`src/rtl/alu_cmd_sequencer_if.sv`:
```
// Bundles the command, ALU-drive and result channels of the ALU command sequencer.
// The master side is the environment: the producer, the ALU and the consumer.
interface alu_cmd_sequencer_if #(
   parameter int DW = 8,
   parameter int CW = 8
);
   logic          cmd_valid;
   logic          cmd_ready;
   logic [DW-1:0] cmd_a;
   logic [DW-1:0] cmd_b;
   logic [2:0]    cmd_sel;
   logic [DW-1:0] alu_a;
   logic [DW-1:0] alu_b;
   logic [2:0]    alu_sel;
   logic [DW-1:0] alu_y;
   logic          res_valid;
   logic          res_ready;
   logic [DW-1:0] res_data;
   logic [2:0]    res_sel;
   logic [CW-1:0] res_count;

   modport master (
      output cmd_valid, cmd_a, cmd_b, cmd_sel, alu_y, res_ready,
      input  cmd_ready, alu_a, alu_b, alu_sel, res_valid, res_data, res_sel, res_count
   );

   modport slave (
      input  cmd_valid, cmd_a, cmd_b, cmd_sel, alu_y, res_ready,
      output cmd_ready, alu_a, alu_b, alu_sel, res_valid, res_data, res_sel, res_count
   );
endinterface

```
`src/rtl/alu_cmd_sequencer.sv`:
```
// Queues ALU commands in a small FIFO, drives them one at a time onto registered
// ALU operands, and captures each ALU result for a valid/ready consumer.
module alu_cmd_sequencer #(
   parameter int DW    = 8,
   parameter int DEPTH = 4,
   parameter int CW    = 8
) (
   input logic                clk,
   input logic                rst_n,
   alu_cmd_sequencer_if.slave bus
);
   localparam int AW = $clog2(DEPTH);
   localparam int EW = 2 * DW + 3;

   typedef enum logic [1:0] {IDLE, DRIVE, RESULT} state_t;

   state_t        state;
   state_t        next_state;
   logic [EW-1:0] mem [DEPTH];
   logic [AW:0]   wr_ptr;
   logic [AW:0]   rd_ptr;
   logic          full;
   logic          empty;
   logic          push;
   logic          pop;
   logic          res_accept;
   logic [DW-1:0] alu_a;
   logic [DW-1:0] alu_b;
   logic [2:0]    alu_sel;
   logic          res_valid;
   logic [DW-1:0] res_data;
   logic [2:0]    res_sel;
   logic [CW-1:0] res_count;

   // The extra pointer MSB tells a full FIFO apart from an empty one.
   assign empty      = (wr_ptr == rd_ptr);
   assign full       = (wr_ptr[AW] != rd_ptr[AW]) && (wr_ptr[AW-1:0] == rd_ptr[AW-1:0]);
   assign push       = bus.cmd_valid && !full;
   assign res_accept = res_valid && bus.res_ready;

   assign bus.cmd_ready = !full;
   assign bus.alu_a     = alu_a;
   assign bus.alu_b     = alu_b;
   assign bus.alu_sel   = alu_sel;
   assign bus.res_valid = res_valid;
   assign bus.res_data  = res_data;
   assign bus.res_sel   = res_sel;
   assign bus.res_count = res_count;

   always_ff @(posedge clk) begin
      if (push) begin
         mem[wr_ptr[AW-1:0]] <= {bus.cmd_sel, bus.cmd_b, bus.cmd_a};
      end
   end

   always_ff @(posedge clk or negedge rst_n) begin
      if (!rst_n) begin
         wr_ptr <= '0;
         rd_ptr <= '0;
      end else begin
         if (push) wr_ptr <= wr_ptr + 1'b1;
         if (pop)  rd_ptr <= rd_ptr + 1'b1;
      end
   end

   always_ff @(posedge clk or negedge rst_n) begin
      if (!rst_n) state <= IDLE;
      else        state <= next_state;
   end

   // A new command is only issued once the previous result has been handed off.
   always_comb begin
      next_state = state;
      pop        = 1'b0;
      case (state)
         IDLE: begin
            if (!empty) begin
               pop        = 1'b1;
               next_state = DRIVE;
            end
         end
         DRIVE: next_state = RESULT;
         RESULT: begin
            if (res_accept) begin
               if (!empty) begin
                  pop        = 1'b1;
                  next_state = DRIVE;
               end else begin
                  next_state = IDLE;
               end
            end
         end
         default: next_state = IDLE;
      endcase
   end

   always_ff @(posedge clk or negedge rst_n) begin
      if (!rst_n) begin
         alu_a     <= '0;
         alu_b     <= '0;
         alu_sel   <= '0;
         res_valid <= 1'b0;
         res_data  <= '0;
         res_sel   <= '0;
         res_count <= '0;
      end else begin
         if (pop) begin
            {alu_sel, alu_b, alu_a} <= mem[rd_ptr[AW-1:0]];
         end
         // The ALU has had a full cycle of stable operands by the end of DRIVE.
         if (state == DRIVE) begin
            res_data  <= bus.alu_y;
            res_sel   <= alu_sel;
            res_valid <= 1'b1;
         end else if (res_accept) begin
            res_valid <= 1'b0;
            res_count <= res_count + 1'b1;
         end
      end
   end
endmodule
```
`src/flat_wrapper.sv`:
```
// flat-port wrapper written by rule: the top's interface ports become plain ports
module alu_cmd_sequencer_flat 
#(
   parameter int DW    = 8,
   parameter int DEPTH = 4,
   parameter int CW    = 8
)
  (clk, rst_n, bus_cmd_valid, bus_cmd_a, bus_cmd_b, bus_cmd_sel, bus_alu_y, bus_res_ready, bus_cmd_ready, bus_alu_a, bus_alu_b, bus_alu_sel, bus_res_valid, bus_res_data, bus_res_sel, bus_res_count);
  alu_cmd_sequencer_if #(.DW(DW), .CW(CW)) bus_i ();
  input logic clk;
  input logic rst_n;
  input wire logic [$bits(bus_i.cmd_valid)-1:0] bus_cmd_valid;
  input wire logic [$bits(bus_i.cmd_a)-1:0] bus_cmd_a;
  input wire logic [$bits(bus_i.cmd_b)-1:0] bus_cmd_b;
  input wire logic [$bits(bus_i.cmd_sel)-1:0] bus_cmd_sel;
  input wire logic [$bits(bus_i.alu_y)-1:0] bus_alu_y;
  input wire logic [$bits(bus_i.res_ready)-1:0] bus_res_ready;
  output wire logic [$bits(bus_i.cmd_ready)-1:0] bus_cmd_ready;
  output wire logic [$bits(bus_i.alu_a)-1:0] bus_alu_a;
  output wire logic [$bits(bus_i.alu_b)-1:0] bus_alu_b;
  output wire logic [$bits(bus_i.alu_sel)-1:0] bus_alu_sel;
  output wire logic [$bits(bus_i.res_valid)-1:0] bus_res_valid;
  output wire logic [$bits(bus_i.res_data)-1:0] bus_res_data;
  output wire logic [$bits(bus_i.res_sel)-1:0] bus_res_sel;
  output wire logic [$bits(bus_i.res_count)-1:0] bus_res_count;
  assign bus_i.cmd_valid = bus_cmd_valid;
  assign bus_i.cmd_a = bus_cmd_a;
  assign bus_i.cmd_b = bus_cmd_b;
  assign bus_i.cmd_sel = bus_cmd_sel;
  assign bus_i.alu_y = bus_alu_y;
  assign bus_i.res_ready = bus_res_ready;
  assign bus_cmd_ready = bus_i.cmd_ready;
  assign bus_alu_a = bus_i.alu_a;
  assign bus_alu_b = bus_i.alu_b;
  assign bus_alu_sel = bus_i.alu_sel;
  assign bus_res_valid = bus_i.res_valid;
  assign bus_res_data = bus_i.res_data;
  assign bus_res_sel = bus_i.res_sel;
  assign bus_res_count = bus_i.res_count;
  alu_cmd_sequencer #(.DW(DW), .DEPTH(DEPTH), .CW(CW)) u_core (.clk(clk), .rst_n(rst_n), .bus(bus_i));
endmodule
```
`config.mk`:
```
export PLATFORM = sky130hd
export DESIGN_NAME = alu_cmd_sequencer_flat
export DESIGN_NICKNAME = d
export VERILOG_FILES = /design/src/rtl/alu_cmd_sequencer_if.sv /design/src/rtl/alu_cmd_sequencer.sv /design/src/flat_wrapper.sv
export SDC_FILE = /design/constraint.sdc
export NUM_CORES = 1
export LEC_CHECK = 0
export ABC_AREA = 1
export CORE_ASPECT_RATIO = 0.9
export CORE_MARGIN = 2
export CORE_UTILIZATION = 35
export CTS_CLUSTER_SIZE = 10
export DETAILED_ROUTE_END_ITERATION = 6
export SLEW_MARGIN = 20
export SYNTH_ARGS = -nofsm -noshare
export SYNTH_HDL_FRONTEND = slang
export SYNTH_SLANG_ARGS = --single-unit
```
`constraint.sdc`:
```
create_clock -name clk -period 2.35 [get_ports clk]
set_input_delay 0.3525 -clock clk [delete_from_list [all_inputs] [get_ports clk]]
set_output_delay 0.3525 -clock clk [all_outputs]
set_load 0.02 [all_outputs]
```
---- Word level (Yosys, flattened, before mapping) ----
Memory sizes are Yosys's and may differ from the RTL's. A register that Yosys moved wholly into a read port is not among the register bits.
Index checks and enable logic that the tools add are counted.
storage, ports and cells
  register bits ........................... 28
  bits in latches ......................... 0
  bits in writable memories ............... 76
  bits in read-only memories .............. 0
  logic and storage cells ................. 39
  memories ................................ 1
operators by class
  add/sub/neg operators ................... 3
  $mul .................................... 0
  divide/modulo/power cells ............... 0
  magnitude comparators ................... 0
  equality and inequality tests ........... 7
  shifts and indexed selects .............. 0
  multiplexer cells ....................... 11
  bitwise logic cells ..................... 1
  reductions and logical operators ........ 9
memories
  name        depth  width  rd ports  clocked after memory_dff  write ports  RTL line                 RTL
  u_core.mem  4      19     1         1                         1            alu_cmd_sequencer.sv:19  logic [EW-1:0] mem [DEPTH];
operator list
  operator               number
  $add A8 B1 Y8 const B  1
  $mux W1                7
  $add A3 B1 Y3 const B  2
  $pmux W2 S3            1
  $mux W2                2
  $reduce_and A2 Y1      2
  $eq A3 B3 Y1           1
  $logic_and A1 B1 Y1    3
  $eq A2 B1 Y1 const B   1
  $eq A2 B2 Y1           1
  $eq A2 B2 Y1 const B   1
  $logic_not A1 Y1       2
  $logic_not A2 Y1       1
  $ne A2 B1 Y1 const B   1
  $ne A2 B2 Y1 const B   1
  $pmux W1 S2            1
  $reduce_bool A2 Y1     1
  $ne A1 B1 Y1           1
  $not A1 Y1             1

---- Depth between registers and ports, before layout ----
  depth after elaboration ................. 6
  gate-level depth with buffers ........... 8
  gate-level depth less buffers ........... 7

---- Least setup slack after synthesis ----
Ideal clock, no wire load.
  path kind ............................... reg2reg
  start point ............................. register u_core.wr_ptr[1]
  end point ............................... memory u_core.mem[0][0] (netlist bit) (enable)
  library setup time ...................... 0.395 ns
  arrival ................................. 1.910 ns
  path slack .............................. 0.046 ns
  cell stages (with the launch flop) ...... 7
  period minus slack after synthesis ...... 2.304 ns
  cells stage by stage .................... dfrtp_1 -> inv_1 -> nand2_1 -> nand2_1 -> nand3_1 -> nand2_1 -> nor2_1
between the ends
  cells in the longest elaborated chain, start to end .. 6
RTL lines
  element                        RTL line                 RTL
  start, declared                alu_cmd_sequencer.sv:20  logic [AW:0] wr_ptr;
  start signal, assigned         alu_cmd_sequencer.sv:61  if (push) wr_ptr <= wr_ptr + 1'b1;
  $eq A2 B2 Y1                   alu_cmd_sequencer.sv:37  assign full = (wr_ptr[AW] != rd_ptr[AW]) && (wr_ptr[AW-1:0] == rd_ptr[AW-1:0]);
  $logic_and A1 B1 Y1            alu_cmd_sequencer.sv:37
  $logic_not A1 Y1               --
  net bus_cmd_ready              flat_wrapper.sv:18       output wire logic [$bits(bus_i.cmd_ready)-1:0] bus_cmd_ready;
  $logic_and A1 B1 Y1            alu_cmd_sequencer.sv:38  assign push = bus.cmd_valid && !full;
  $mux W1                        alu_cmd_sequencer.sv:51  if (push) begin
  $mux W1 (implied by the code)  alu_cmd_sequencer.sv:52  mem[wr_ptr[AW-1:0]] <= {bus.cmd_sel, bus.cmd_b, bus.cmd_a};
  end, declared                  alu_cmd_sequencer.sv:19
The timed path passes the listed nets, and every way through them passes these cells.

---- Worst setup path in the final report ----
  start point ............................. register u_core.wr_ptr[0]
  end point ............................... output bus_cmd_ready
between the ends
  cells in the longest elaborated chain, start to end .. 3
RTL lines
  element              RTL line                 RTL
  $eq A2 B2 Y1         alu_cmd_sequencer.sv:37
  $logic_and A1 B1 Y1  alu_cmd_sequencer.sv:37
  $logic_not A1 Y1     alu_cmd_sequencer.sv:41  assign bus.cmd_ready = !full;
  end, declared        flat_wrapper.sv:18
No other way between the ends.

==> metrics.txt <==
max cap viols 0; CTS max path bufs 2; routed wire length per instance 13.5 um; Max Slew Vio Count 0; Fillers 1372; Antenna diodes 0; Yosys top cell by area edfxtp_1; fraction of the cycle the final worst path needs 0.809; outcome finished clean; maximum VDD drop 0.801 mV; CP endpoint kind output pin; Post-Syn Area per Cell 10.0 um^2; DIE WIDTH 134 um; Port Buffers 70; post-CTS setup buffer count 0; footprint of the multi-input gates 0.00140 mm^2; Num CTS Buffers 17; Post-synth top cells nand2_1 (189), inv_1 (91), edfxtp_1 (76); # setup viols final 0; DP Area 0.00626 mm^2; final wirelength 11.2 mm; Ports 71; layout net count 651; share of post-route cells with drive strength above 1 0.105; global-route wire length before repair 18.4 mm; Final Instance Area 0.00686 mm^2; Max transition margin 0.617; total power 9.37 mW; sequential share of the synthesized area 0.653; syn nets 566; num rows 42; FMAX 526 MHz; TritonCTS Sinks 123; cell depth of the worst flop-to-flop path 7; most common cell in the netlist nand2_1; Syn Std Cell Area 0.00529 mm^2; final clock skew 0.00713 ns; Final ANT Viol Nets 0; DR vias/cell 4.46; Final Hold Fails 0; drt first-iter violations 181; Post-DP HPWL 6.90 mm; residual DRC count 0; worst path arrival time 1.55 ns; Setup CP Type reg2out; Tot GR Track Use 0.149; hold crit path type in2async; Reg clk slew, reported paths 0.06 ns; post-synthesis cell count 529; global route total overflow 0; CTS tree done; placer congestion estimate 0.812; Synth area leaders edfxtp_1 (43%), dfrtp_1 (22%), nand2_1 (13%); Unique masters post-synth 22; largest net degree at the start of global routing 40; yosys warns 0; leakage power 3.16 nW; Hold WS 0.472 ns; data required time at the worst endpoint 2.00 ns; CTS root buf clkbuf_16; startpoint class of the critical path flip-flop; die height 121 um; vias in the first global route 3613; Final Critical Period 1.90 ns; worst skew pair latency 0.41 ns; initial antenna violation count 0; core area 0.0148 mm^2; final core occ 0.465; Post-synth EDFFs 76; CP Max Fanout 5; full die area 0.0161 mm^2; Initial Utilization 0.358; RSZ-0062 raised after global routing false; sequential standard cell area 0.00346 mm^2; Area Overhead vs Synth 29.6%; Detailed Routing Iterations Pass 1 5; ys async rst share 0.382; power density cells 1370 mW/mm^2; Yosys top cell area share 0.431; Setup TNS 0 ns; Via Count 3678; H-tree levels 4; flops & latches, synth 123; worst-margin pin slew 0.574 ns; Synth Flop Type edfxtp_1
## layer usage
layer	global-route usage	vias up	wire length (um)
li1	-	1833	-
met1	0.196	1744	5300
met2	0.234	86	5130
met3	0.0453	15	550
met4	0.0525	0	170
met5	0	-	0
## sequential cells by signal, summed over array words and instances (netlist names)
signal / cells
u_core.bus.alu_a: 8
u_core.bus.res_valid: 1
u_core.bus.alu_b: 8
u_core.rd_ptr: 3
u_core.state: 2
u_core.bus.res_count: 8
u_core.wr_ptr: 3
u_core.bus.res_data: 8
u_core.bus.alu_sel: 3
u_core.bus.res_sel: 3
u_core.mem: 76
## critical path, stage by stage, from the launching register on
cell and delay (ns):
dfrtp_1 0.42, inv_1 0.14, nand2_1 0.07, nand2_1 0.08, nand3_1 0.16, dlymetal6s2s_1 0.27
## path summary, 6_finish.rpt
check	from	end	slack [ns]
setup / recovery	u_core.wr_ptr[0]	bus_cmd_ready	0.45
hold / removal	rst_n	u_core.bus.res_count[3]	0.47
setup reg to reg	u_core.wr_ptr[1]	u_core.mem[2][18]	0.46
hold reg to reg	u_core.bus.alu_a[0]	u_core.bus.alu_a[0]	0.47
max in group asynchronous	rst_n	u_core.bus.res_count[7]	1.32
min in group clk	u_core.bus.alu_a[0]	u_core.bus.alu_a[0]	0.47
## metrics by stage
| step | worst slack [ns] | cells |
|---|---|---|
| 2_1_floorplan | 0.0457 | 529 |
| 3_3_place_gp | 0.458 | 792 |
| 3_5_place_dp | 0.443 | 792 |
| 4_1_cts | 0.0885 | 825 |
| 5_1_grt | 0.306 | 825 |
| 6_report | 0.449 | 825 |
## power by group
group / internal, mW / switching, mW / total, mW
clock: 1.59 / 0.950 / 2.54
combinational: 1.39 / 2.13 / 3.52
sequential: 2.99 / 0.332 / 3.32
total: 5.96 / 3.41 / 9.37
## placed cells by master (no fill, tap or decap)
master,synthesis,routed
nand2_1,189,189
inv_1,91,91
edfxtp_1,76,76
clkdlybuf4s50_1,0,68
nand3_1,65,65
dfrtp_1,47,47
clkbuf_16,0,17
buf_4,3,13
mux2_2,11,11
ha_1,6,6
nor2_2,0,4
nor2_1,8,4
xor2_1,4,4
clkinv_4,0,4
nand3b_1,3,3
clkinv_2,0,3
a21oi_2,2,2
o21ai_0,2,2
xnor2_1,2,2
bufinv_16,0,2
inv_6,0,2
clkinvlp_4,0,2
inv_2,1,1
nand3_2,1,1
nand2_2,1,1
a21oi_1,1,1
clkinv_1,0,1
clkbuf_8,0,1
dlygate4sd3_1,0,1
buf_2,10,1
dlymetal6s2s_1,0,1
buf_12,0,1
## final cells by class
| class | instances | share of cell area |
|---|---|---|
| inverter | 92 | 0.0503 |
| tap | 198 | 0.0361 |
| sequential | 123 | 0.504 |
| clock buffer | 18 | 0.0640 |
| timing repair buffer | 85 | 0.120 |
| clock inverter | 14 | 0.0213 |
| multi-input combinational | 295 | 0.204 |
## cells by family (layout without fill, tap and decap cells)
| group | after synthesis | after routing | synth area share |
|---|---|---|---|
| multiplexers | 11 | 11 | 0.0234 |
| AO/OA/AOI/OAI | 5 | 5 | 0.00614 |
| flip-flops | 123 | 123 | 0.653 |
| buffers and inverters | 111 | 209 | 0.0846 |
| AND/OR/NAND/NOR | 267 | 267 | 0.208 |
| adder cells (fa/ha/maj) | 6 | 6 | 0.0142 |
| XOR/XNOR | 6 | 6 | 0.00993 |
## timing repair
| item | CTS | global route |
|---|---|---|
| endpoints found under the hold margin | 23 | 0 |
| gates resized for setup | 0 | 1 |
| setup endpoints to repair | 0 | 1 |
| hold buffers | 1 | 0 |
No activity file was read; power rests on OpenSTA's default activity.
